$ cat config.mk
export PLATFORM = sky130hd
export DESIGN_NAME = param_sync_fifo
export DESIGN_NICKNAME = d
export VERILOG_FILES = /design/src/rtl/fifo_pkg.sv /design/src/rtl/fifo_mem.sv /design/src/rtl/param_sync_fifo.sv
export SDC_FILE = /design/constraint.sdc
export NUM_CORES = 1
export LEC_CHECK = 0
export ABC_AREA = 1
export BUFFER_PORTS_ARGS = -buffer_cell sky130_fd_sc_hd__buf_2
export CORE_ASPECT_RATIO = 1.4
export CORE_MARGIN = 1
export CORE_UTILIZATION = 45
export DETAILED_ROUTE_END_ITERATION = 12
export GPL_TIMING_DRIVEN = 0
export RECOVER_POWER = 100
export SKIP_LAST_GASP = 1
export SLEW_MARGIN = 0
export SYNTH_ARGS = -nofsm -noshare
export SYNTH_HDL_FRONTEND = slang
export SYNTH_SLANG_ARGS = --single-unit
$ cat constraint.sdc
create_clock -name clk -period 2.65 [get_ports clk]
set_input_delay 0.53 -clock clk [delete_from_list [all_inputs] [get_ports clk]]
set_output_delay 0.53 -clock clk [all_outputs]
set_load 0.05 [all_outputs]
$ cat src/rtl/fifo_pkg.sv
// Shared constants and helpers for the synchronous FIFO.
// Default geometry and pointer-width helper.
package fifo_pkg;

  localparam int DEF_DATA_WIDTH = 8;
  localparam int DEF_DEPTH      = 16;

  function automatic int ptr_w(input int depth);
    return (depth <= 1) ? 1 : $clog2(depth);
  endfunction

endpackage

$ cat src/rtl/fifo_mem.sv
// FIFO storage: one write port, one asynchronous read port.
// No reset; contents are discarded logically by the controller.
module fifo_mem
  import fifo_pkg::*;
#(
  parameter int DATA_WIDTH = DEF_DATA_WIDTH,
  parameter int DEPTH      = DEF_DEPTH,
  parameter int AW         = ptr_w(DEF_DEPTH)
) (
  input  logic                  clk,
  input  logic                  we,
  input  logic [AW-1:0]         waddr,
  input  logic [DATA_WIDTH-1:0] wdata,
  input  logic [AW-1:0]         raddr,
  output logic [DATA_WIDTH-1:0] rdata
);

  logic [DATA_WIDTH-1:0] mem [DEPTH];

  always_ff @(posedge clk) begin
    if (we) mem[waddr] <= wdata;
  end

  assign rdata = mem[raddr];

endmodule

$ cat src/rtl/param_sync_fifo.sv
// Parameterised single-clock FIFO controller.
// Pointers, occupancy, flags, error pulses and read register.
module param_sync_fifo
  import fifo_pkg::*;
#(
  parameter int DATA_WIDTH = DEF_DATA_WIDTH,
  parameter int DEPTH      = DEF_DEPTH,
  parameter int AF_THRESH  = DEPTH - 2,
  parameter int AE_THRESH  = 2,
  parameter int FWFT       = 0
) (
  input  logic                  clk,
  input  logic                  rst,
  input  logic                  wr_en,
  input  logic [DATA_WIDTH-1:0] data_in,
  input  logic                  rd_en,
  output logic [DATA_WIDTH-1:0] data_out,
  output logic                  fifo_full,
  output logic                  fifo_empty,
  output logic                  almost_full,
  output logic                  almost_empty,
  output logic [$clog2(DEPTH):0] count,
  output logic                  overflow,
  output logic                  underflow
);

  localparam int AW = ptr_w(DEPTH);
  localparam int CW = AW + 1;

  localparam logic [CW-1:0] FULL_C = CW'(DEPTH);
  localparam logic [CW-1:0] AF_C   = CW'(AF_THRESH);
  localparam logic [CW-1:0] AE_C   = CW'(AE_THRESH);

  if (DEPTH < 4 || DEPTH > 1024 ||
      (DEPTH & (DEPTH - 1)) != 0) begin : g_bad_depth
    $error("param_sync_fifo: DEPTH must be a power of two");
  end
  if (AE_THRESH >= AF_THRESH) begin : g_bad_thresh
    $error("param_sync_fifo: AE_THRESH must be below AF_THRESH");
  end

  logic [AW-1:0]         wr_ptr;
  logic [AW-1:0]         rd_ptr;
  logic [DATA_WIDTH-1:0] rdata;
  logic                  wr_acc;
  logic                  rd_acc;

  assign fifo_full    = (count == FULL_C);
  assign fifo_empty   = (count == '0);
  assign almost_full  = (count >= AF_C);
  assign almost_empty = (count <= AE_C);

  assign wr_acc = wr_en && !fifo_full;
  assign rd_acc = rd_en && !fifo_empty;

  fifo_mem #(
    .DATA_WIDTH (DATA_WIDTH),
    .DEPTH      (DEPTH),
    .AW         (AW)
  ) u_mem (
    .clk   (clk),
    .we    (wr_acc && !rst),
    .waddr (wr_ptr),
    .wdata (data_in),
    .raddr (rd_ptr),
    .rdata (rdata)
  );

  always_ff @(posedge clk or posedge rst) begin
    if (rst) begin
      wr_ptr    <= '0;
      rd_ptr    <= '0;
      count     <= '0;
      overflow  <= 1'b0;
      underflow <= 1'b0;
    end else begin
      overflow  <= wr_en && fifo_full;
      underflow <= rd_en && fifo_empty;
      if (wr_acc) wr_ptr <= wr_ptr + 1'b1;
      if (rd_acc) rd_ptr <= rd_ptr + 1'b1;
      unique case ({wr_acc, rd_acc})
        2'b10:   count <= count + 1'b1;
        2'b01:   count <= count - 1'b1;
        default: count <= count;
      endcase
    end
  end

  if (FWFT != 0) begin : g_fwft
    assign data_out = rdata;
  end else begin : g_reg
    logic [DATA_WIDTH-1:0] dout_q;

    always_ff @(posedge clk or posedge rst) begin
      if (rst)         dout_q <= '0;
      else if (rd_acc) dout_q <= rdata;
    end

    assign data_out = dout_q;
  end

endmodule

* Word level (Yosys, flattened, before mapping)
Memories as Yosys holds them, arrays and structs flattened. A register that Yosys moved wholly into a read port is not among the register bits.
Index checks and enable logic that the tools add are counted.
** Storage, ports and cells
- Input port bits :: 12
- Word-level logic and storage cells :: 28
- Output and inout bits :: 19
- Bits in writable memories :: 128
- Register bits after elaboration :: 15
- Memories :: 1
** Memories
- u_mem.mem :: depth 16, bits a word 8, read ports 1, clocked after memory_dff 1, wr ports 1, RTL line fifo_mem.sv:18 : logic [DATA_WIDTH-1:0] mem [DEPTH];
** Operators by class
- Add/subtract/negate cells :: 4
- Muxes and demuxes :: 3
- Reduce and logical (&&, ||, !) cells :: 10
- $lt $le $gt $ge :: 2
- Equal/unequal tests :: 3
** Operators with widths (count)
- 5-bit case mux with 2 select lines :: 1
- 4-bit by 1-bit adder with 4-bit output (second input constant) :: 2
- 5-bit by 1-bit adder with 5-bit output (second input constant) :: 1
- 5-bit equality test (second input constant) :: 1
- 5-bit by 4-bit greater-or-equal comparator with 1-bit output (second input constant) :: 1
- 5-bit by 2-bit less-or-equal comparator with 1-bit output (second input constant) :: 1
- 1-bit logical AND :: 5
- 5-bit logical NOT :: 1
- 5-bit by 1-bit subtractor with 5-bit output (second input constant) :: 1
- 1-bit logical NOT :: 3
- 2-bit by 1-bit equality test with 1-bit output (second input constant) :: 1
- 2-bit equality test (second input constant) :: 1
- 1-bit 2-to-1 mux :: 2
- 2-bit nonzero test :: 1

* Depth between registers and ports, before layout
- Depth after elaboration :: 6
- Gate-level depth with buffers :: 15
- Gate-level depth less buffers :: 14

* Modules after synthesis
From an unflattened synthesis, not the netlist that was laid out.
** Unflattened totals
- Cell total of the unflattened synthesis :: 691
- Area total of the unflattened synthesis :: 6851.6 µm²
** Modules (own cells, without submodules)
- fifo_mem :: area an instance 5606.6 µm², cells each 543, sequential area each 3843.7 µm², times used 1
- param_sync_fifo :: area an instance 1244.9 µm², cells each 148, sequential area each 575.6 µm², times used 1

* Worst setup path before layout
Ideal clock, no wire load.
- Path kind :: register to register
- From :: register count[1]
- To :: register count[4]
- Required time :: 2.532 ns
- Path buffers :: 1
- Stages on the path, launching flop included :: 16
- Setup time :: 0.118 ns
- Arrival time :: 2.464 ns
- Setup slack :: 0.068 ns
- Cells stage by stage :: dfrtp_1 inv_1 nand4_1 nand2_1 inv_1 buf_2 ha_1 inv_1 fa_1 inv_1 nand2_1 nand2_1 a21oi_1 xor2_1 nand2_1 nand2_1
** On the way
- Longest elaborated chain between the ends :: 5
- Elaborated cells between the ends (all ways) :: 12
- Classes of those cells :: add/sub (2); eq/ne (3); mux (1); reduce/logical (6)
** RTL lines
- start: declaration :: RTL line param_sync_fifo.sv:22 : output logic [$clog2(DEPTH):0] count,
- start signal: assignment :: RTL line param_sync_fifo.sv:82 : 2'b10: count <= count + 1'b1;
- start signal: assignment :: RTL line param_sync_fifo.sv:83 : 2'b01: count <= count - 1'b1;
- start signal: assignment :: RTL line param_sync_fifo.sv:84 : default: count <= count;
- 5-bit logical NOT (*) :: RTL line param_sync_fifo.sv:49 : assign fifo_empty = (count == '0);
- 1-bit logical NOT (*) :: RTL line param_sync_fifo.sv:54 : assign rd_acc = rd_en && !fifo_empty;
- 1-bit logical AND (*) :: RTL line param_sync_fifo.sv:54
- via rd_acc :: RTL line param_sync_fifo.sv:46 : logic rd_acc;
- 2-bit by 1-bit equality test with 1-bit output or 2-bit equality test (tied branches) :: RTL line param_sync_fifo.sv:81 : unique case ({wr_acc, rd_acc})
- 5-bit case mux with 2 select lines or 2-bit nonzero test (tied branches)
The timed path passes the listed nets; every way through them passes the cells marked *.
A chain may end at the register's enable or synchronous reset.

* Final worst setup path
Same ends and word-level chain as after synthesis.

==> metrics <==
DR vias 4,572; Mapped Area 6719 um^2; Net Count, Synth 691; end-of-flow core utilization 0.5285; Reg clk slew, reported paths 0.06 ns; worst-margin pin slew 1.244 ns; Pleak 3.432 nW; CP cell instances inv_1, nand4_1, nand2_1, inv_1, clkbuf_4, ha_2, inv_1, fa_1, inv_1, nand2_1, nand2_1, a21oi_1, xor2_1, nand2_1, nand2_1; RSZ-0062 raised after global routing yes; critical path required time 2.97 ns; Die Y 146.6 um; distinct cell type count after synthesis 24; gr ovfl total 0; H-tree depth 4; Setup crit start kind register; total die area 15,430 um^2; Horiz. Die Dim 105.3 um; DRT Wirelength 15,460 um; Synth Register Bits 151; vias per cell 4.970; fill count 1,325; max-cap violations 0; all-layer global routing usage 0.2183; port buffer count 30; Detailed Routing Iterations Pass 1 5; most frequent cells in the layout nand2_1, edfxtp_1, inv_1, nand3_1, buf_2; # DRC 0; largest net degree at the start of global routing 28; Worst setup EP type register; WS Path Type register to register; drt wl/cell 16.81 um; Min-Delay Path Class input pin to register; CTS Buf Count 17; # IOs 31; f_max 402.6 MHz; CTS Buffer Depth 2; syn_area_per_cell 10.04 um^2; core box area 14,510 um^2; Max Transition Viols Final 0; CTS tree built; Top cell by count, worst path nand2_1; Post-Synth XOR/XNOR Area 0.01173; Synth Area in Adders 0.01974; part of the cycle the worst path needs 0.9374; commonest non-fill, non-tap cell in the layout nand2_1; Layout Nets 740; Worst Reg-to-Reg Cells 15; Fin Setup TNS 0 ns; Mapped Cells 669; worst hold stages 3; largest family of logic cells by synthesized area simple AND/OR/NAND/NOR gates; initial core utilization 0.4631; clk_lat worst skew 0.42 ns; Rel. slew slack 0.1661; Clock Skews 0.007076 ns; Seq/Total Area, Yosys 0.6577; PwrDens 1109 nW/um^2; post-synthesis compound-gate area fraction 0.006518; dpl hpwl 10,700 um; Rows 52; antenna-violating nets left 0; setup violators final 0; initial drt markers 295; crit-path max FO 10; antenna violations before repair 0; Root Driver clkbuf_16; warnings from Yosys 0; RD Place Congestion 0.9176; Worst VDD drop 0.0007612 V; Tmin final 2.484 ns; vias in the first global route 4,522; Worst path max stage delay 0.43 ns; final hold vios 0; layout cell share with drive strength beyond 1 0.1067; post-synthesis mux area share 0; Simple-Gate Fraction of Synth Area 0.2132; critical path arrival 2.80 ns; slowest CP cell dfrtp_1; # hold bufs at CTS 0; clock sink total 151; Area Growth Syn to Fin 14.12%; n_diodes 0; global-route wire length before repair 24,630 um; status completed
==> area by class of cell <==
type | count | area (um^2) | area share
Sequential cell | 151 | 4419 | 0.5764
Multi-Input combinational cell | 372 | 1688 | 0.2201
Inverter | 119 | 447.9 | 0.05842
Clock buffer | 19 | 442.9 | 0.05777
Tap cell | 189 | 236.5 | 0.03084
Buffer | 27 | 167.7 | 0.02187
Timing Repair Buffer | 30 | 135.1 | 0.01762
Clock inverter | 13 | 130.1 | 0.01697
==> path summary, 6_finish.rpt <==
kind	end	startpoint	slack [ns]
worst min register to register	data_out[5]	data_out[5]	0.48
worst max register to register	count[4]	count[1]	0.17
min in group asynchronous	wr_ptr[0]	rst	0.36
max in group asynchronous	data_out[3]	rst	1.70
worst min-delay path	overflow	wr_en	0.32
worst max-delay path	count[4]	count[1]	0.17
==> synthesized netlist by cell type, drive strengths merged <==
| cell type | number | area, um^2 |
|---|---|---|
| a21oi | 3 | 15.01 |
| a31oi | 1 | 6.260 |
| buf | 26 | 161.4 |
| clkbuf | 1 | 3.750 |
| clkinv | 1 | 3.750 |
| dfrtp | 23 | 575.6 |
| edfxtp | 128 | 3844 |
| fa | 1 | 20.02 |
| ha | 9 | 112.6 |
| inv | 118 | 442.9 |
| nand2 | 216 | 813.3 |
| nand3 | 102 | 510.5 |
| nand4 | 2 | 12.51 |
| nor2 | 25 | 96.35 |
| o21ai | 3 | 15.01 |
| o21bai | 1 | 7.510 |
| xnor2 | 2 | 17.52 |
| xor2 | 7 | 61.31 |
==> layer usage <==
metal	share of wire	track usage	routed length [um]	vias to the layer above
met1	0.40	0.2616	6249	2164
met3	0.049	0.04196	752	36
met5	0	0	0	-
met2	0.51	0.3691	7840	143
li1	-	-	-	2229
met4	0.040	0.1190	619	0
==> report_power, final <==
part / internal (W) / switching, W
Clock: 0.00140 / 0.000933
Combinational: 0.000912 / 0.00224
Sequential: 0.00285 / 0.000166
==> per-stage QoR <==
stage | power [W] | setup slack (ns) | instances | hold slack, ns | area, um^2
final | 0.008504 | 0.1659 | 920 | 0.3226 | 7667
after global routing | 0.009009 | -0.07629 | 920 | 0.3164 | 7667
after CTS | 0.008555 | 0.04579 | 920 | 0.3097 | 7679
after detailed placement | 0.006219 | -0.3267 | 888 | 0.4627 | 7106
after global placement | 0.006157 | -0.2330 | 888 | 0.4625 | 7106
after floorplan | 0.005292 | 0.06829 | 669 | 0.5031 | 6719
==> cells by family after synthesis <==
kind of cell	count (synthesis)
AOI/OAI and AO/OA	8
xor gates and xnor gates	9
adders and majority gates	10
buffers and inverters	146
DFF	151
and+or+nand+nor	345
==> registers in the layout (all words and copies together) (netlist names) <==
signal     cells
u_mem.mem    128
data_out       8
underflow      1
count          5
rd_ptr         4
wr_ptr         4
overflow       1
==> worst max-delay path: cells and delay by family (launching register included) <==
kind            cells  cell delay, ns
fa+ha+maj           2            0.66
simple gates        6            0.51
compound gates      1            0.07
xor+xnor            1            0.15
flops               1            0.43
buf+inv             5            0.57
==> what timing repair did <==
action / CTS / global route
setup endpoints to repair: 0 / 40
gates resized for setup: 0 / 3
endpoints found under the hold margin: 0 / 0
setup buffers: 0 / 0
(Power assumes the default switching activity.)
